`src/rtl/palette_colorizer.sv`:
```
// palette_colorizer: double-buffered palette lookup turning world/icon codes into registered RGB.
// Ports:
//   clk, reset_n              pixel clock, asynchronous active-low reset
//   video_on, world_pixel,
//   icon, frame_start         current pixel inputs and vertical-blank commit pulse
//   pal_wr_valid/ready/addr/
//   data, pal_wr_err          palette write port into the shadow bank, error pulse on bad address
//   vgaRed/Green/Blue,
//   video_on_q                colour and display-enable, two cycles after the pixel inputs
module palette_colorizer #(
    parameter int COLOR_W      = 4,
    parameter int WORLD_W      = 2,
    parameter int ICON_W       = 2,
    parameter int BLINK_FRAMES = 30,
    localparam int NW = 2 ** WORLD_W,
    localparam int NI = 2 ** ICON_W,
    localparam int AW = $clog2(NW + NI),
    localparam int DW = 3 * COLOR_W + 1
) (
    input  logic               clk,
    input  logic               reset_n,
    input  logic               video_on,
    input  logic [WORLD_W-1:0] world_pixel,
    input  logic [ICON_W-1:0]  icon,
    input  logic               frame_start,
    input  logic               pal_wr_valid,
    output logic               pal_wr_ready,
    input  logic [AW-1:0]      pal_wr_addr,
    input  logic [DW-1:0]      pal_wr_data,
    output logic               pal_wr_err,
    output logic [COLOR_W-1:0] vgaRed,
    output logic [COLOR_W-1:0] vgaGreen,
    output logic [COLOR_W-1:0] vgaBlue,
    output logic               video_on_q
);
    localparam int CW = BLINK_FRAMES > 1 ? $clog2(BLINK_FRAMES) : 1;

    // Left-align a 4-bit default nibble and repeat it into any remaining low bits.
    function automatic logic [COLOR_W-1:0] expand(input logic [3:0] n);
        logic [COLOR_W-1:0] c;
        c = '0;
        for (int i = 0; i < COLOR_W; i++) c[COLOR_W-1-i] = n[3-(i%4)];
        return c;
    endfunction

    function automatic logic [DW-1:0] default_entry(input int idx);
        logic [11:0] h;
        h = idx < NW ? ((idx % 4 == 2) ? 12'h485 : (idx % 4 == 1) ? 12'h986 : 12'h8B5)
                     : (((idx - NW) % 4 == 3) ? 12'hFFF : ((idx - NW) % 4 == 2) ? 12'hF00 : 12'h000);
        return {1'b0, expand(h[11:8]), expand(h[7:4]), expand(h[3:0])};
    endfunction

    logic [DW-1:0]      shadow [NW+NI];
    logic [DW-1:0]      active [NW+NI];
    logic [CW-1:0]      blink_cnt;
    logic               blink_phase;
    logic               s1_von;
    logic [WORLD_W-1:0] s1_world;
    logic [ICON_W-1:0]  s1_icon;
    logic               wr_ok;
    logic               addr_bad;
    logic               addr_world;
    logic [DW-1:0]      wr_entry;
    logic [DW-1:0]      world_e;
    logic [DW-1:0]      icon_e;
    logic               show_icon;
    logic [3*COLOR_W-1:0] pix;

    assign pal_wr_ready = !frame_start;
    assign wr_ok        = pal_wr_valid && pal_wr_ready;
    assign addr_world   = int'(pal_wr_addr) < NW;
    assign addr_bad     = int'(pal_wr_addr) == NW || int'(pal_wr_addr) >= NW + NI;
    // World entries never blink, so their blink bit is forced clear on the way in.
    assign wr_entry     = addr_world ? {1'b0, pal_wr_data[DW-2:0]} : pal_wr_data;

    always_ff @(posedge clk or negedge reset_n) begin
        if (!reset_n) begin
            for (int i = 0; i < NW + NI; i++) begin
                shadow[i] <= default_entry(i);
                active[i] <= default_entry(i);
            end
        end else begin
            if (frame_start)
                for (int i = 0; i < NW + NI; i++) active[i] <= shadow[i];
            if (wr_ok && !addr_bad)
                shadow[pal_wr_addr] <= wr_entry;
        end
    end

    always_ff @(posedge clk or negedge reset_n) begin
        if (!reset_n) begin
            blink_cnt   <= '0;
            blink_phase <= 1'b1;
        end else if (frame_start) begin
            blink_cnt   <= blink_cnt == CW'(BLINK_FRAMES - 1) ? '0 : blink_cnt + 1'b1;
            blink_phase <= blink_cnt == CW'(BLINK_FRAMES - 1) ? !blink_phase : blink_phase;
        end
    end

    // Lookup happens in stage 2, so a commit on frame_start already applies to the
    // pixel presented in that same cycle.
    always_comb begin
        world_e   = active[AW'(s1_world)];
        icon_e    = active[AW'(NW) + AW'(s1_icon)];
        show_icon = s1_icon != '0 && !(icon_e[DW-1] && !blink_phase);
        pix       = !s1_von ? '0 : show_icon ? icon_e[DW-2:0] : world_e[DW-2:0];
    end

    always_ff @(posedge clk or negedge reset_n) begin
        if (!reset_n) begin
            s1_von     <= 1'b0;
            s1_world   <= '0;
            s1_icon    <= '0;
            vgaRed     <= '0;
            vgaGreen   <= '0;
            vgaBlue    <= '0;
            video_on_q <= 1'b0;
            pal_wr_err <= 1'b0;
        end else begin
            s1_von     <= video_on;
            s1_world   <= world_pixel;
            s1_icon    <= icon;
            {vgaRed, vgaGreen, vgaBlue} <= pix;
            video_on_q <= s1_von;
            pal_wr_err <= wr_ok && addr_bad;
        end
    end
endmodule

```
`config.mk`:
```
export PLATFORM = sky130hd
export DESIGN_NAME = palette_colorizer
export DESIGN_NICKNAME = d
export VERILOG_FILES = /design/src/rtl/palette_colorizer.sv
export SDC_FILE = /design/constraint.sdc
export NUM_CORES = 1
export LEC_CHECK = 0
export BUFFER_PORTS_ARGS = -buffer_cell sky130_fd_sc_hd__clkbuf_2
export CORE_MARGIN = 2
export CORE_UTILIZATION = 43
export CTS_CLUSTER_SIZE = 14
export DETAILED_ROUTE_END_ITERATION = 10
export SLEW_MARGIN = 10
export SYNTH_ARGS = -nofsm -noshare
export SYNTH_HDL_FRONTEND = slang
export SYNTH_SLANG_ARGS = --single-unit
```
`constraint.sdc`:
```
create_clock -name clk -period 4.2 [get_ports clk]
set_input_delay 0.84 -clock clk [delete_from_list [all_inputs] [get_ports clk]]
set_output_delay 0.84 -clock clk [all_outputs]
set_load 0.02 [all_outputs]
```
==> results.yml, run 1 <==
timing:
  finalHoldViolCount: 0
  rsz0062_at_grt: "false"
  max_freq_ghz: 0.425
  finClkSkew_ps: 14.4
  finalSetupTns_ps: 0
  relSlewSlack: 0.300
  maxSlewViolCount: 0
  post-route-min-period_ps: 2360
  tightest_slew_ps: 1050
  fin_hold_ws_ps: 365
  period_share: 0.561
  setup_viol: 0
  fin_ws_ps: 1840
clock_tree:
  cts_buffer_depth: 3
  cts.sinks: 223
  cts_htree_levels: 1
  postCtsSetupRepairBufs: 0
  cts_buffers: 24
  cts_tree: "built"
  cts_resized: 0
  clockRootBuffer: "clkbuf_16"
  worstSkewPairLatency_ps: 510
  hold_buffers: 0
  clkTransAtPathRegs_ps: 60
synth:
  synth.area.top_cells: "dfrtp_1 (41%), mux2_2 (23%), dfstp_2 (22%)"
  ys_seq_area_frac: 0.627
  syn_area_sq_mm: 0.00904
  synth_common_cells: "mux2_2 (186), dfrtp_1 (148), dfstp_2 (75)"
  synthFlopType: "dfrtp_1"
  netlist.area_leader.share: 0.410
  synth_seq_cells: 223
  syn_area_per_cell_sq_um: 16.4
  synthArstFlopShare: 1.00
  ys.warnings.count: 0
  yosysTopAreaCell: "dfrtp_1"
  synthCells: 551
  synth.most_common_cell: "mux2_2"
  synth_edf_count: 0
  syn_nets: 578
  synth_cell_types: 33
placed_design:
  post-place-cells: 832
  numPortBuffers: 39
  dp_hpwl_mm: 11.2
  dp_slack_ps: 1390
  gp_congestion: 0.743
floorplanning:
  pin_count: 40
  die_w_um: 149
  core_area_sq_mm: 0.0208
  row_count: 53
  start_util: 0.434
  dieHeight_um: 149
  dieArea_sq_mm: 0.0222
setup_path:
  crit_arrival_ps: 2700
  worstSetupPathType: "flip-flop to flip-flop"
  worstPathMaxFanout: 15
  cp-start-kind: "flip-flop"
  critPathMaxStageDelay_ps: 940
  crit_path_end_kind: "flip-flop"
  crit_slowest_cell: "dfrtp_1"
  cp_cell_sequence: "nand3_1 -> a21oi_1 -> buf_4 -> o21ai_0 -> a21boi_0"
  worstPathRequired_ps: 4540
global_route:
  grt_pass1_wl_mm: 29.8
  grt_pass1_vias: 5238
  grt_max_degree: 103
  overflow: 0
  track_usage: 0.176
  grt_antenna_before_repair: 0
power_and_ir_drop:
  pwr_density_cell_mw_per_mm2: 586
  max-vdd-ir-drop_mv: 0.346
  p_leak_nw: 4.39
  p_total_mw: 6.00
detailed_routing:
  drt_iter0_drc: 160
  vias: 4725
  wl_per_cell_um: 20.9
  wl_mm: 18.3
  drtPass1Iterations: 4
  drc_errors: 0
  viasPerCell: 5.39
  ant_nets: 0
finish:
  final_cell_count_no_fill: 876
  fillers: 1805
  antenna-diode-count: 0
  fin_nets: 610
  synthToLayoutAreaGrowth_pct: 13.2
  drive_gt1_frac: 0.614
  seqCellArea_sq_mm: 0.00567
  multi_input_area_sq_mm: 0.00314
hold_path:
  holdCritPathClass: "primary input to async pin"
flow_run:
  cap_violations: 0
status:
  status: "complete, no violations"
==> where the power goes <==
part | switching, mW | leakage [nW] | total [mW] | internal (mW)
combinational | 0.369 | 1.35 | 0.882 | 0.512
clock | 0.808 | 0.380 | 2.10 | 1.29
sequential | 0.261 | 2.65 | 3.02 | 2.76
==> state kept, by name, summed over array words and instances, names as in the netlist <==
register     count
s1_world         2
vgaGreen         4
vgaRed           4
s1_icon          2
blink_phase      1
video_on_q       1
pal_wr_err       1
s1_von           1
shadow          99
vgaBlue          4
active          99
blink_cnt        5
==> cells by family after synthesis <==
group,count (synthesis),share of synthesized area
AND/OR/NAND/NOR,36,0.0264
flip-flops,223,0.627
adder cells (fa/ha/maj),2,0.00277
buffers and inverters,43,0.0250
multiplexers,211,0.293
XOR/XNOR,1,0.000969
AO/OA/AOI/OAI,35,0.0248
==> layout by cell type (no fill, tap or decap), drive strengths merged, types with 3 or more instances in the layout <==
| cell type | count |
|---|---|
| clkbuf | 79 |
| mux4 | 24 |
| nor3b | 3 |
| nand3 | 15 |
| nand2 | 5 |
| o21ai | 14 |
| dfrtp | 148 |
| nor2 | 4 |
| nand2b | 3 |
| mux2 | 187 |
| a21oi | 3 |
| dfstp | 75 |
| buf | 10 |
| a21boi | 12 |
==> through the flow <==
step	cell area (sq um)	util
final	10200	0.492
after global routing	10200	0.492
after CTS	10200	0.492
after detailed placement	9450	0.454
after global placement	9450	0.454
after floorplan	9040	-
==> worst paths after layout <==
| check | startpoint | end | slack [ps] | cells past startpoint |
|---|---|---|---|---|
| setup / recovery | s1_icon[1]$_DFF_PN0_ | vgaBlue[1]$_DFF_PN0_ | 1840 | 5 |
| max in group asynchronous | reset_n | shadow[86]$_DFFE_PN1P_ | 2860 | 2 |
| hold reg to reg | shadow[44]$_DFFE_PN0P_ | shadow[44]$_DFFE_PN0P_ | 370 | 0 |
| hold / removal | reset_n | active[83]$_DFFE_PN0P_ | 360 | 1 |
| min in group clk | shadow[44]$_DFFE_PN0P_ | shadow[44]$_DFFE_PN0P_ | 370 | 0 |
| setup reg to reg | s1_icon[1]$_DFF_PN0_ | vgaBlue[1]$_DFF_PN0_ | 1840 | 5 |
==> layout make-up <==
type / count / share of cell area
inverters: 2 / 0.000977
repair buffers: 47 / 0.0274
multi-input cells: 285 / 0.307
clock buffers: 42 / 0.0712
flip-flops and latches: 223 / 0.554
clock inverters: 2 / 0.00586
well taps: 275 / 0.0336
==> worst max-delay path, delay by kind of cell (launching register included) <==
family	cells	cell delay (ps)
buf+inv	1	220
flops	1	940
compound gates	3	820
simple gates	1	190
==> layer usage <==
layer / routed length (um) / up-vias / track usage
li1: - / 2052 / -
met1: 8410 / 2541 / 0.245
met2: 8770 / 94 / 0.283
met3: 692 / 38 / 0.0318
met4: 484 / 0 / 0.0548
met5: 0 / - / 0
Power figures use the tool's default switching activity.
==> inputs of run 2 (changes only) <==
clock period = 2.2 ns   (was 4.2 ns; I/O delays follow)
==> run 2 against run 1 <==
  * Utilization rose by 0.96 points
  * Routed wire length rose by 1.6%
  * Largest power group unchanged
  * Non-clock buffer count increased by 21
  * Global-route usage rose by 0.10 points
==> results.yml, run 2 (synthesis gave the netlist of run 1 again) <==
power_and_ir_drop:
  p_clk_frac: 0.349
  max-vdd-ir-drop_mv: 0.608
  switching_power_mw: 2.85
  p_leak_nw: 4.52
  pwr_density_cell_mw_per_mm2: 1110
  intPower_mw: 8.70
  switching_share: 0.247
  sequentialPowerShare: 0.501
  p_comb_frac: 0.150
setup_path:
  cp_cell_sequence: "buf_4 -> a21o_1 -> buf_4 -> nand3_1 -> a21boi_0"
  ff2ff_setup_slack_ps: 410
  critPathTopFamily: "compound AO/OA/AOI/OAI gates"
  worstPathMaxFanout: 7
  cp.depth: 5
  r2r_cells: 5
  crit_arrival_ps: 2150
  reg2reg_to: "vgaRed[1]$_DFF_PN0_"
  r2r_start: "s1_icon[0]$_DFF_PN0_"
  crit_buf_inv: 2
  cp_common_cell: "buf_4"
  worstSetupPathType: "flip-flop to flip-flop"
  cp-start-kind: "flip-flop"
  worstPathRequired_ps: 2560
  crit_slowest_cell: "dfrtp_1"
  crit_path_end_kind: "flip-flop"
  critPathMaxStageDelay_ps: 550
finish:
  fin_nets: 632
  final_common_cell: "mux2_2"
  antenna-diode-count: 0
  layout_common_cells: "mux2_2 (186), dfrtp_1 (148), dfstp_2 (75), clkbuf_2 (37), buf_4 (26)"
  final_cell_count_no_fill: 899
  reg_top3: "active x99, shadow x99, blink_cnt x5"
  fillers: 1781
  synthToLayoutAreaGrowth_pct: 15.5
  drive_gt1_frac: 0.638
status:
  status: "complete, no violations"
detailed_routing:
  top_layer_used: "met4"
  ant_nets: 0
  wl_mm: 18.6
  met1Wirelength_mm: 8.68
  drc_errors: 0
  wl_met2_mm: 8.81
  wl_per_cell_um: 20.7
  drt_iter0_drc: 279
  drtPass1Iterations: 4
  wl_met3_um: 724
  vias: 4744
  viasPerCell: 5.28
hold_path:
  min_to: "s1_von$_DFF_PN0_"
  hold_depth: 1
  holdCritPathClass: "primary input to flip-flop"
  min_from: "video_on"
floorplanning:
  pin_count: 40
  die_w_um: 149
  core_area_sq_mm: 0.0208
  row_count: 53
  dieHeight_um: 149
  dieArea_sq_mm: 0.0222
  start_util: 0.434
clock_tree:
  cts.sinks: 223
  cts_htree_levels: 1
  worstSkewPairLatency_ps: 520
  clkTransAtPathRegs_ps: 60
  clockRootBuffer: "clkbuf_16"
  cts_tree: "built"
  postCtsSetupRepairBufs: 0
  cts_buffer_depth: 3
  cts_buffers: 25
global_route:
  grt_antenna_before_repair: 0
  grt_pass1_wl_mm: 30.0
  overflow: 0
  track_usage: 0.177
  grt_pass1_vias: 5181
  grt_max_degree: 62
timing:
  maxSlewViolCount: 0
  rsz0062_at_grt: "false"
  finalHoldViolCount: 0
  period_share: 0.812
  tightest_slew_ps: 780
  finClkSkew_ps: 9.47
  finalSetupTns_ps: 0
  max_freq_ghz: 0.560
  setup_viol: 0
  relSlewSlack: 0.480
  post-route-min-period_ps: 1790
placed_design:
  dp_hpwl_mm: 12.3
  post-place-cells: 852
  numPortBuffers: 39
  gp_congestion: 0.761
flow_run:
  cap_violations: 0
-- run 2: cell types whose count changed in the layout (fill, tap and decap cells not counted), sizes merged --
cell         change
clkbuf           -5
bufinv           -1
clkinv           +7
dlygate4sd3      +1
inv              +1
buf             +20
-- run 2: metal layers --
metal | global-route usage | vias up
li1 | - | 2099
met1 | 0.262 | 2520
met2 | 0.276 | 93
met3 | 0.0260 | 32
met4 | 0.0438 | 0
met5 | 0 | -
-- run 2: cell type report --
cell class              count  area (sq um)  share of cell area
clock buffers              37           731              0.0700
clock inverters             9          73.8             0.00707
inverters                   2          10.0            0.000959
multi-input cells         285          3140               0.301
flip-flops and latches    223          5670               0.543
well taps                 275           344              0.0330
repair buffers             68           465              0.0446
-- run 2: worst max path at each step --
| stage | slack (ps) | startpoint | to |
|---|---|---|---|
| 2_1_floorplan | 530 | frame_start | shadow[15]$_DFFE_PN0P_ |
| 3_3_place_gp | 410 | frame_start | shadow[17]$_DFFE_PN0P_ |
| 3_5_place_dp | 380 | frame_start | shadow[19]$_DFFE_PN0P_ |
| 4_1_cts | 440 | s1_icon[0]$_DFF_PN0_ | vgaRed[1]$_DFF_PN0_ |
| 5_1_grt | 340 | s1_icon[0]$_DFF_PN0_ | vgaRed[1]$_DFF_PN0_ |
| 6_report | 410 | s1_icon[0]$_DFF_PN0_ | vgaRed[1]$_DFF_PN0_ |
-- run 2: power groups by stage --
stage	Combinational, mW	Clock (mW)	Sequential (mW)
3_5_place_dp	1.76	0	5.86
6_report	1.74	4.03	5.79
3_3_place_gp	1.69	0	5.82
2_1_floorplan	1.24	0	5.70
4_1_cts	1.77	4.13	5.80
5_1_grt	1.91	4.32	5.92
-- run 2: what timing repair did --
item	4_1_cts	5_1_grt
hold buffers	1	0
gates resized for setup	0	0
hold endpoints to repair	33	0
-- run 2: metrics by stage --
stage	setup WS, ps	hold slack [ps]	area (sq um)	power, mW	utilization
global route	341	5.96	10400	12.1	0.501
CTS	441	10.6	10400	11.7	0.501
detailed placement	380	362	9630	7.62	0.462
finish	414	27.3	10400	11.6	0.501
floorplan	527	144	9040	6.93	-
global placement	406	360	9630	7.51	0.462
==> inputs of run 3 (changes only) <==
clock period = 1.8 ns   (was 2.2 ns; I/O delays follow)
==> run 3 against run 2 <==
  * Sequential power increased by 22%
  * Total power increased by 21%
  * Sequential share of layout area decreased by 0.64 points
  * Critical path type unchanged
  * Count of clock-buffer cells in the layout increased by 5
  * Register-to-register slack got worse by 190 ps
  * Global-route usage decreased by 0.070 points
  * Non-clock buffer count increased by 6
  * Sequential cell count unchanged
==> results.yml, run 3 (synthesis gave the netlist of run 1 again) <==
timing:
  setup_viol: 0
  fin_ws_ps: 223
  post-route-min-period_ps: 1580
  finalSetupTns_ps: 0
  maxSlewViolCount: 0
  finalHoldViolCount: 0
  period_share: 0.876
  relSlewSlack: 0.636
  tightest_slew_ps: 546
  max_freq_ghz: 0.634
  rsz0062_at_grt: "false"
  finClkSkew_ps: 12.5
placed_design:
  gp_congestion: 0.738
  dp_hpwl_mm: 12.2
  numPortBuffers: 39
  place_area_sq_mm: 0.00970
  dp_slack_ps: 142
detailed_routing:
  drtPass1Iterations: 4
  vias: 4753
  drc_errors: 0
  drt_iter0_drc: 202
  wl_mm: 18.4
  ant_nets: 0
  wl_per_cell_um: 20.4
  viasPerCell: 5.25
global_route:
  overflow: 0
  grt_antenna_before_repair: 0
  grt_pass1_vias: 5223
  grt_pass1_wl_mm: 29.8
  grt_max_degree: 66
  track_usage: 0.176
finish:
  reg_top3: "active x99, shadow x99, blink_cnt x5"
  layout_common_cells: "mux2_2 (186), dfrtp_1 (148), dfstp_2 (75), clkbuf_2 (37), clkbuf_16 (25)"
  fillers: 1721
  fin_nets: 638
  synthToLayoutAreaGrowth_pct: 16.8
  drive_gt1_frac: 0.630
  antenna-diode-count: 0
  final_common_cell: "mux2_2"
  fin_util: 0.507
  stdcell_area_sq_mm: 0.0106
power_and_ir_drop:
  p_total_mw: 14.0
  max-vdd-ir-drop_mv: 0.796
  p_leak_nw: 4.56
  pwr_density_cell_mw_per_mm2: 1330
setup_path:
  r2r_start: "blink_phase$_DFFE_PN1P_"
  worstPathRequired_ps: 2210
  crit_buf_inv: 1
  crit_arrival_ps: 1990
  worstPathMaxFanout: 8
  ff2ff_setup_slack_ps: 220
  critPathMaxStageDelay_ps: 560
  worstSetupPathType: "flip-flop to flip-flop"
  r2r_cells: 5
  critPathTopFamily: "flip-flops"
  cp_cell_sequence: "nand2b_1 -> a21o_1 -> buf_4 -> nand3_1 -> a21boi_0"
  crit_path_end_kind: "flip-flop"
  cp-start-kind: "flip-flop"
  reg2reg_to: "vgaRed[3]$_DFF_PN0_"
  crit_slowest_cell: "dfstp_2"
floorplanning:
  die_w_um: 149
  pin_count: 40
  start_util: 0.434
  dieHeight_um: 149
  core_area_sq_mm: 0.0208
  dieArea_sq_mm: 0.0222
  row_count: 53
clock_tree:
  cts.sinks: 223
  worstSkewPairLatency_ps: 510
  cts_buffer_depth: 3
  clockRootBuffer: "clkbuf_16"
  clkTransAtPathRegs_ps: 60
  cts_htree_levels: 1
  cts_buffers: 25
  cts_tree: "built"
hold_path:
  hold_depth: 2
  holdCritPathClass: "primary input to flip-flop"
  min_to: "pal_wr_err$_DFF_PN0_"
  min_from: "pal_wr_addr[1]"
flow_run:
  cap_violations: 0
status:
  status: "complete, no violations"
[run 3: routing by layer]
layer	vias to the layer above	share of wire	track usage	routed length, um
li1	2112	-	-	-
met1	2546	0.46	0.249	8490
met2	73	0.49	0.287	8980
met3	22	0.035	0.0278	649
met4	0	0.017	0.0429	316
met5	-	0	0	0
[run 3: cell type report]
cell class                 count  area (sq um)  share of cell area
timing repair buffer          74           586              0.0554
tap                          275           344              0.0326
clock buffer                  42           779              0.0738
inverter                       2          10.0            0.000947
clock inverter                 4          30.0             0.00284
multi-input combinational    285          3140               0.297
sequential                   223          5670               0.537
[run 3: how the worst max path moves through the flow]
stage                            startpoint                endpoint  slack, ps  cells after the start
floorplan                       frame_start  shadow[15]$_DFFE_PN0P_        210                      6
global placement             pal_wr_addr[2]  shadow[60]$_DFFE_PN0P_        170                      5
detailed placement              frame_start  shadow[35]$_DFFE_PN0P_        140                      6
CTS                 blink_phase$_DFFE_PN1P_     vgaRed[3]$_DFF_PN0_        190                      5
global route        blink_phase$_DFFE_PN1P_   vgaGreen[3]$_DFF_PN0_         60                      5
finish              blink_phase$_DFFE_PN1P_     vgaRed[3]$_DFF_PN0_        220                      5
[run 3: through the flow]
stage,instances,hold WS (ps)
floorplan,551,64.4
finish,905,148
global route,905,157
global placement,853,288
detailed placement,853,292
CTS,905,131
[run 3: worst reg2reg max path, delay by kind of cell (launching register included)]
family	cells	cell delay (ps)
AOI/OAI and AO/OA	2	520
buffers and inverters	1	210
DFF	1	560
and+or+nand+nor	2	200
[run 3: what timing repair did]
action,in CTS,in global routing
endpoints found under the hold margin,32,0
setup endpoints to repair,0,0
hold buffers,6,0
gates resized for setup,0,0
setup buffers,0,0
[run 3: where the power goes]
group	internal [mW]	total [mW]	leakage (nW)	switching [mW]
Sequential	6.45	7.06	2.65	0.615
Combinational	1.26	2.15	1.51	0.890
Clock	2.94	4.83	0.401	1.89
Total	10.6	14.0	4.56	3.39
